### src/rtl/iomem_dma.sv
// iomem_dma: iomem bus-initiator word copy engine (read src, write dst).
// Optional wait-state abort is built when IOMEM_DMA_TIMEOUT_EN is defined.
module iomem_dma #(
  parameter int LEN_W   = 8,
  parameter int TIMEOUT = 255
) (
  input  logic             clk,
  input  logic             reset,
  input  logic             start,
  input  logic [31:0]      src_addr,
  input  logic [31:0]      dst_addr,
  input  logic             src_inc,
  input  logic             dst_inc,
  input  logic [LEN_W-1:0] len,
  output logic             busy,
  output logic             done,
  output logic             error,
  output logic [LEN_W-1:0] words_done,
  output logic             iomem_valid,
  input  logic             iomem_ready,
  output logic [3:0]       iomem_wstrb,
  output logic [31:0]      iomem_addr,
  output logic [31:0]      iomem_wdata,
  input  logic [31:0]      iomem_rdata
);

  typedef enum logic [2:0] {
    S_IDLE,
    S_RD,
    S_RD_GAP,
    S_WR,
    S_WR_GAP,
    S_FIN
  } state_t;

  state_t           state_q;
  state_t           state_d;
  logic [31:2]      src_q;
  logic [31:2]      dst_q;
  logic [31:0]      data_q;
  logic             src_inc_q;
  logic             dst_inc_q;
  logic [LEN_W-1:0] len_q;
  logic [LEN_W-1:0] words_q;
  logic             abort;
  logic             accept;

  // Byte-lane bits of the addresses carry no meaning for word copies.
  logic unused_addr_bits;
  assign unused_addr_bits = ^{src_addr[1:0], dst_addr[1:0]};

  assign accept = (state_q == S_IDLE) && start;

`ifdef IOMEM_DMA_TIMEOUT_EN
  localparam int CW_RAW = $clog2(TIMEOUT + 1);
  localparam int CW     = (CW_RAW > 8) ? CW_RAW : 8;

  logic [CW-1:0] wait_q;
  logic          err_q;

  // Count stalled request cycles; any non-stalled cycle restarts the count.
  always_ff @(posedge clk) begin
    if (reset) begin
      wait_q <= '0;
    end else if (iomem_valid && !iomem_ready) begin
      wait_q <= wait_q + 1'b1;
    end else begin
      wait_q <= '0;
    end
  end

  // Abort on the edge that closes the TIMEOUT-th stalled cycle.
  assign abort = iomem_valid && !iomem_ready &&
                 (wait_q == CW'(TIMEOUT - 1));

  // Sticky error flag, cleared only by an accepted start.
  always_ff @(posedge clk) begin
    if (reset) begin
      err_q <= 1'b0;
    end else if (accept) begin
      err_q <= 1'b0;
    end else if (abort) begin
      err_q <= 1'b1;
    end
  end

  assign error = err_q;
`else
  assign abort = 1'b0;
  assign error = 1'b0;
`endif

  // State register.
  always_ff @(posedge clk) begin
    if (reset) begin
      state_q <= S_IDLE;
    end else begin
      state_q <= state_d;
    end
  end

  // Next-state logic and bus request drive.
  always_comb begin
    state_d     = state_q;
    iomem_valid = 1'b0;
    iomem_wstrb = 4'h0;
    iomem_addr  = 32'h0;
    iomem_wdata = 32'h0;
    unique case (state_q)
      S_IDLE: begin
        if (start) begin
          state_d = (len == '0) ? S_FIN : S_RD;
        end
      end
      S_RD: begin
        iomem_valid = 1'b1;
        iomem_addr  = {src_q, 2'b00};
        if (abort) begin
          state_d = S_FIN;
        end else if (iomem_ready) begin
          state_d = S_RD_GAP;
        end
      end
      S_RD_GAP: begin
        state_d = S_WR;
      end
      S_WR: begin
        iomem_valid = 1'b1;
        iomem_wstrb = 4'hF;
        iomem_addr  = {dst_q, 2'b00};
        iomem_wdata = data_q;
        if (abort) begin
          state_d = S_FIN;
        end else if (iomem_ready) begin
          state_d = S_WR_GAP;
        end
      end
      S_WR_GAP: begin
        state_d = (words_q == len_q) ? S_FIN : S_RD;
      end
      S_FIN: begin
        state_d = S_IDLE;
      end
      default: begin
        state_d = S_IDLE;
      end
    endcase
  end

  // Transfer context: addresses, data word and progress.
  always_ff @(posedge clk) begin
    if (reset) begin
      src_q     <= '0;
      dst_q     <= '0;
      data_q    <= '0;
      src_inc_q <= 1'b0;
      dst_inc_q <= 1'b0;
      len_q     <= '0;
      words_q   <= '0;
    end else begin
      if (accept) begin
        src_q     <= src_addr[31:2];
        dst_q     <= dst_addr[31:2];
        src_inc_q <= src_inc;
        dst_inc_q <= dst_inc;
        len_q     <= len;
        words_q   <= '0;
      end
      if (state_q == S_RD && iomem_ready) begin
        data_q <= iomem_rdata;
        if (src_inc_q) begin
          src_q <= src_q + 30'd1;
        end
      end
      if (state_q == S_WR && iomem_ready) begin
        words_q <= words_q + 1'b1;
        if (dst_inc_q) begin
          dst_q <= dst_q + 30'd1;
        end
      end
    end
  end

  assign busy       = (state_q != S_IDLE);
  assign done       = (state_q == S_FIN);
  assign words_done = words_q;

endmodule
### config.mk
export PLATFORM = sky130hd
export DESIGN_NAME = iomem_dma
export DESIGN_NICKNAME = d
export VERILOG_FILES = /design/src/rtl/iomem_dma.sv
export SDC_FILE = /design/constraint.sdc
export NUM_CORES = 1
export LEC_CHECK = 0
export ABC_CLOCK_PERIOD_IN_PS = 2100
export BUFFER_PORTS_ARGS = -buffer_cell sky130_fd_sc_hd__clkbuf_2
export CAP_MARGIN = 20
export CORE_UTILIZATION = 40
export CTS_CLUSTER_DIAMETER = 50
export DETAILED_ROUTE_END_ITERATION = 7
export PLACE_DENSITY = 0.79
export SKIP_LAST_GASP = 1
export SLEW_MARGIN = 30
export SYNTH_ARGS = -nofsm -noshare
export SYNTH_HDL_FRONTEND = slang
export SYNTH_SLANG_ARGS = --single-unit
### constraint.sdc
create_clock -name clk -period 2.1 [get_ports clk]
set_input_delay 0.42 -clock clk [delete_from_list [all_inputs] [get_ports clk]]
set_output_delay 0.42 -clock clk [all_outputs]
set_load 0.005 [all_outputs]
# Word level (Yosys, flattened, before mapping)
# Index checks and enable logic that the tools add are counted.
[op_classes]
bitwise_logic = 0
eq_ne = 9
mul = 0
div = 0
n_reduce_logical = 9
shifts = 0
addsub = 3
n_mux = 18
n_lt_le_gt_ge = 0
[ops]
columns = ["cell", "n"]
rows = [
  ["30-bit 2-to-1 mux", 6],
  ["32-bit one-hot mux with 2 select lines", 1],
  ["30-bit by 1-bit adder with 30-bit output (second input constant)", 2],
  ["32-bit 2-to-1 mux", 1],
  ["8-bit 2-to-1 mux", 2],
  ["3-bit 2-to-1 mux", 5],
  ["3-bit one-hot mux with 5 select lines", 1],
  ["8-bit by 1-bit adder with 8-bit output (second input constant)", 1],
  ["8-bit == test", 1],
  ["8-bit logical NOT", 1],
  ["3-bit by 2-bit == test with 1-bit output (second input constant)", 2],
  ["3-bit == test (second input constant)", 2],
  ["2-bit != test (second input constant)", 3],
  ["4-bit 2-to-1 mux", 1],
  ["3-bit by 1-bit == test with 1-bit output (second input constant)", 1],
  ["1-bit logical AND", 3],
  ["3-bit logical NOT", 1],
  ["3-bit AND reduction", 1],
  ["3-bit nonzero test", 1],
  ["2-bit nonzero test", 1],
  ["2-bit OR reduction", 1],
  ["1-bit 2-to-1 mux", 1],
]
[word_totals]
ram_bits = 0
inputBits = 110
memories = 0
regBits = 113
latch_bits = 0
rom_bits = 0
wordCells = 47

# Longest topological paths before layout
[depth]
word_depth = 5
ltp_mapped = 8

# Worst setup path after synthesis
# No wires, ideal clock.
[synth_path]
kind = "register to register"
from = "register src_q[2] (netlist bit)"
to = "register src_q[22] (netlist bit)"
period_less_slack_ns = 2.193
path_buffers = 1
t_arrival_ns = 2.119
stages_incl_launch_ff = 8
setup_slack_ns = -0.093
t_required_ns = 2.026
cell_sequence = "dfxtp_1 -> ha_1 -> nand3_2 -> or4_4 -> buf_6 -> or3_1 -> or3_1 -> a31oi_1"
[synth_via]
elab_chain_len = 3
[synth_lines]
columns = ["item", "line_no", "text"]
rows = [
  ["start, declared", "38", "logic [31:2] src_q;"],
  ["start signal, assigned", "162", "src_q <= src_addr[31:2];"],
  ["start signal, assigned", "172", "src_q <= src_q + 30'd1;"],
  ["30-bit by 1-bit adder with 30-bit output", "172", ""],
  ["30-bit 2-to-1 mux", "171", "if (src_inc_q) begin"],
  ["30-bit 2-to-1 mux", "169", "if (state_q == S_RD && iomem_ready) begin"],
]
# Every way passes these cells.
# A chain may end at the register's enable or synchronous reset.

# Worst setup path in the final report
[layout_path]
from = "register state_q[0]"
to = "output port iomem_addr[6]"
[layout_via]
elab_chain_len = 2
elab_cells_between_ends = 3
[layout_lines]
columns = ["item", "line_no", "text"]
rows = [
  ["start, declared", "36", "state_t state_q;"],
  ["start signal, assigned", "98", "state_q <= state_d;"],
  ["3-bit by 2-bit == test with 1-bit output / 3-bit by 1-bit == test with 1-bit output (equally long branches)", "109", "unique case (state_q)"],
  ["32-bit one-hot mux with 2 select lines *", "109", ""],
  ["end, declared", "22", "output logic [31:0] iomem_addr,"],
]
# Mark *: on every way between the ends. The rest lies on a longest branch, timed or not.

==> impl_results.md <==
* # setup viols final at 23
* Worst Setup SP: state_q[0]
* CTS tree: yes
* Post-synthesis sequential area ratio at 0.3634
* FF-to-FF setup slack at approximately 30 ps
* Gpl congestion at 0.9474
* Critical path's slowest cell: dfxtp_2
* Leakage at 3.516 nW
* N_diodes at 0
* Worst Path Required at 1680 ps
* DRT iter0 DRCs at 623
* Die Span X at 126.7 um
* Largest incremental delay on the critical path at 320 ps
* Critical Path End: iomem_addr[6]
* Worst skew pair latency at 420 ps
* Syn-to-layout area delta at 37.89%
* Final Hold Vio Count at 0
* Fin Clk Skew at 6.192 ps
* Io pins at between 150 and 200
* Outcome: finished with violations
* Overall Global Routing Usage at 0.2719
* Synth async-reset ratio at 0
* Post-synth top flop: dfxtp_1
* Reg-to-Reg Start: src_q[2]
* RSZ-0062 raised after global routing: yes
* TritonRoute pass-1 iters at 5
* Hold_buf cts at 0
* Layout cells sized above 1 at 0.3118
* Routed WL at roughly 22 mm
* Longest Clk Path Bufs at 2
* Flops & latches, synth at roughly 110
* Count of pins over their slew limit at 0
* Die Ht at ~130 um
* Setup TNS at -600.6 ps
* R2r endpoint: src_q[22]
* Total number of yosys warnings at 0
* PwrDens at 781.1 mW/mm2
* Worst-path fanout max at 11
* Buf+Inv Stages, Crit Path at 4
* Max-cap violations at 0
* Min Clock Period, post-route at 2164 ps
* Nets at between 1000 and 1500
* Vias in the first global route at 6765
* H-tree level count at 4
* Worst R2R Path Depth at 6
* Maximum clock frequency at 462.0 MHz
* Top delay family on crit path: buffers and inverters
* DR vias at a little over 7000
* Final ANT Viol Nets at 0
* Row count at 45
* Core area at between 0.015 and 0.02 mm2
* CP startpoint kind: register
* Post-synthesis instance area at 0.006225 mm2
* Initial antenna violation count at 1
* Synthesized instance count at 813
* Fin util at 0.5646
* Actual slew at the worst max-slew pin at 547.1 ps
* Clock Tree Root: clkbuf_16
* Starting Density at 0.4095
* Violated checks: negative setup slack
* CP Cell Sequence: buf_6 -> nand3b_1 -> clkinv_4 -> buf_12 -> a22o_1 -> clkbuf_2
* Drt drc at 0
* Rel. slew slack at 0.6353
* CP arrival at 1740 ps
* Avg Vias per Cell at between 5 and 6
* Gr ovfl total at 0
* Routed len/inst at between 15 and 20 um
* Num Clock Sinks at between 100 and 150
* Die Area at 0.01606 mm2
* First-pass GRT wire length at 34.37 mm
* Place WS at -14.20 ps
* Hold Path Class: input port to register
* Max rail drop VDD at between 0.0006 and 0.0007 V
* Post-synth EDFFs at 0
* Post-route clock period utilization at 1.031
* TritonCTS Buffers at 17
* Final setup margin at -64.30 ps
* Library cells used by synthesis at 62
* Tot Pwr at between 6 and 7 mW
* Count of buffers from port buffering at 182
* Crit path depth at 6
* CP endpoint kind: output pin
* DP HPWL at 15.39 mm
* Crit Path Category: register to output pin
* Reg clk slew, reported paths at around 60 ps
* Syn avg cell area at 7.656 um2
* Largest net degree at the start of global routing at 38
-- sequential cells by signal (all words and copies together) (netlist names) --
signal      count
len_q           8
state_q         3
dst_q          30
data_q         32
src_q          30
dst_inc_q       1
src_inc_q       1
words_done      8
-- report_power, final --
part	switching (mW)	leakage (nW)	internal (mW)	total (mW)
combinational	0.518	2.26	0.428	0.946
sequential	0.137	0.926	2.28	2.42
clock	1.03	0.325	2.31	3.34
total	1.69	3.52	5.02	6.70
-- worst min-delay path by stage --
stage,start,to,slack (ps),cells after the start
after detailed placement,data_q[30],data_q[30],440,2
after CTS,iomem_rdata[10],data_q[10],210,3
after global placement,data_q[19],data_q[19],440,2
after floorplan,data_q[0],data_q[0],430,2
final,iomem_rdata[10],data_q[10],220,3
after global routing,iomem_rdata[11],data_q[11],210,3
-- worst min-delay path, stage by stage --
cell,delay (ps)
clkbuf_2,80
nand2_1,40
a21oi_1,50
-- synth_stat cells (all sizes together) (12+ instances only) --
master / count / area (um2)
a21oi: 78 / 390.4
a221oi: 17 / 155.1
a22o: 28 / 246.5
a31oi: 22 / 137.6
and2: 37 / 231.5
and3: 17 / 107.6
clkbuf: 61 / 229.0
dfxtp: 113 / 2262
nand2: 156 / 585.6
nand3: 25 / 130.1
nand4: 20 / 125.1
nor2: 30 / 112.6
nor3: 16 / 80.08
nor4: 12 / 75.07
o21ai: 28 / 140.1
xnor2: 14 / 122.6
-- layout by cell type, fill, tap and decap left out, types with 24 or more instances in the layout --
| cell | instances |
|---|---|
| nand2_1 | 155 |
| a21oi_1 | 78 |
| buf_4 | 72 |
| o21ai_0 | 24 |
| nand3_1 | 24 |
| nor2_1 | 29 |
| dfxtp_1 | 108 |
| a22o_1 | 26 |
| clkbuf_2 | 177 |
| and2_1 | 36 |
-- logic make-up after synthesis --
logic type	after synthesis	synth area share
mux	4	0.007236
other cells	1	0.0006024
compound gates	221	0.2364
simple gates	366	0.2985
flops	113	0.3634
buf+inv	81	0.05407
fa+ha+maj	3	0.006031
xor+xnor	24	0.03377
-- timing repair --
action | CTS | global route
endpoints found under the setup margin | 66 | 76
cloned | 2 | 0
pin swaps | 2 | 7
resized for setup | 10 | 26
setup buffers | 9 | 4
-- layout make-up --
cell class / count / area (um2)
Clock buffer: 21 / 470.5
Clock inverter: 10 / 205.2
Fill cell: 1423 / 6619
Inverter: 9 / 38.79
Multi-Input combinational cell: 621 / 3734
Sequential cell: 113 / 2278
Tap cell: 188 / 235.2
Timing Repair Buffer: 262 / 1622
-- metrics by stage --
step	instance area, um2	instances	hold WS, ps
after global placement	7687	1180	436.7
after CTS	8527	1222	205.7
after detailed placement	7687	1180	441.8
after floorplan	6250	815	431.7
after global routing	8583	1224	213.9
final	8583	1224	215.1
-- metal layers --
| layer | share of wire | global-route usage |
|---|---|---|
| met1 | 0.40 | 0.3240 |
| met2 | 0.47 | 0.4537 |
| met3 | 0.10 | 0.08984 |
| met4 | 0.027 | 0.1036 |
| met5 | 0.00050 | 0 |
Power figures use the tool's default switching activity.
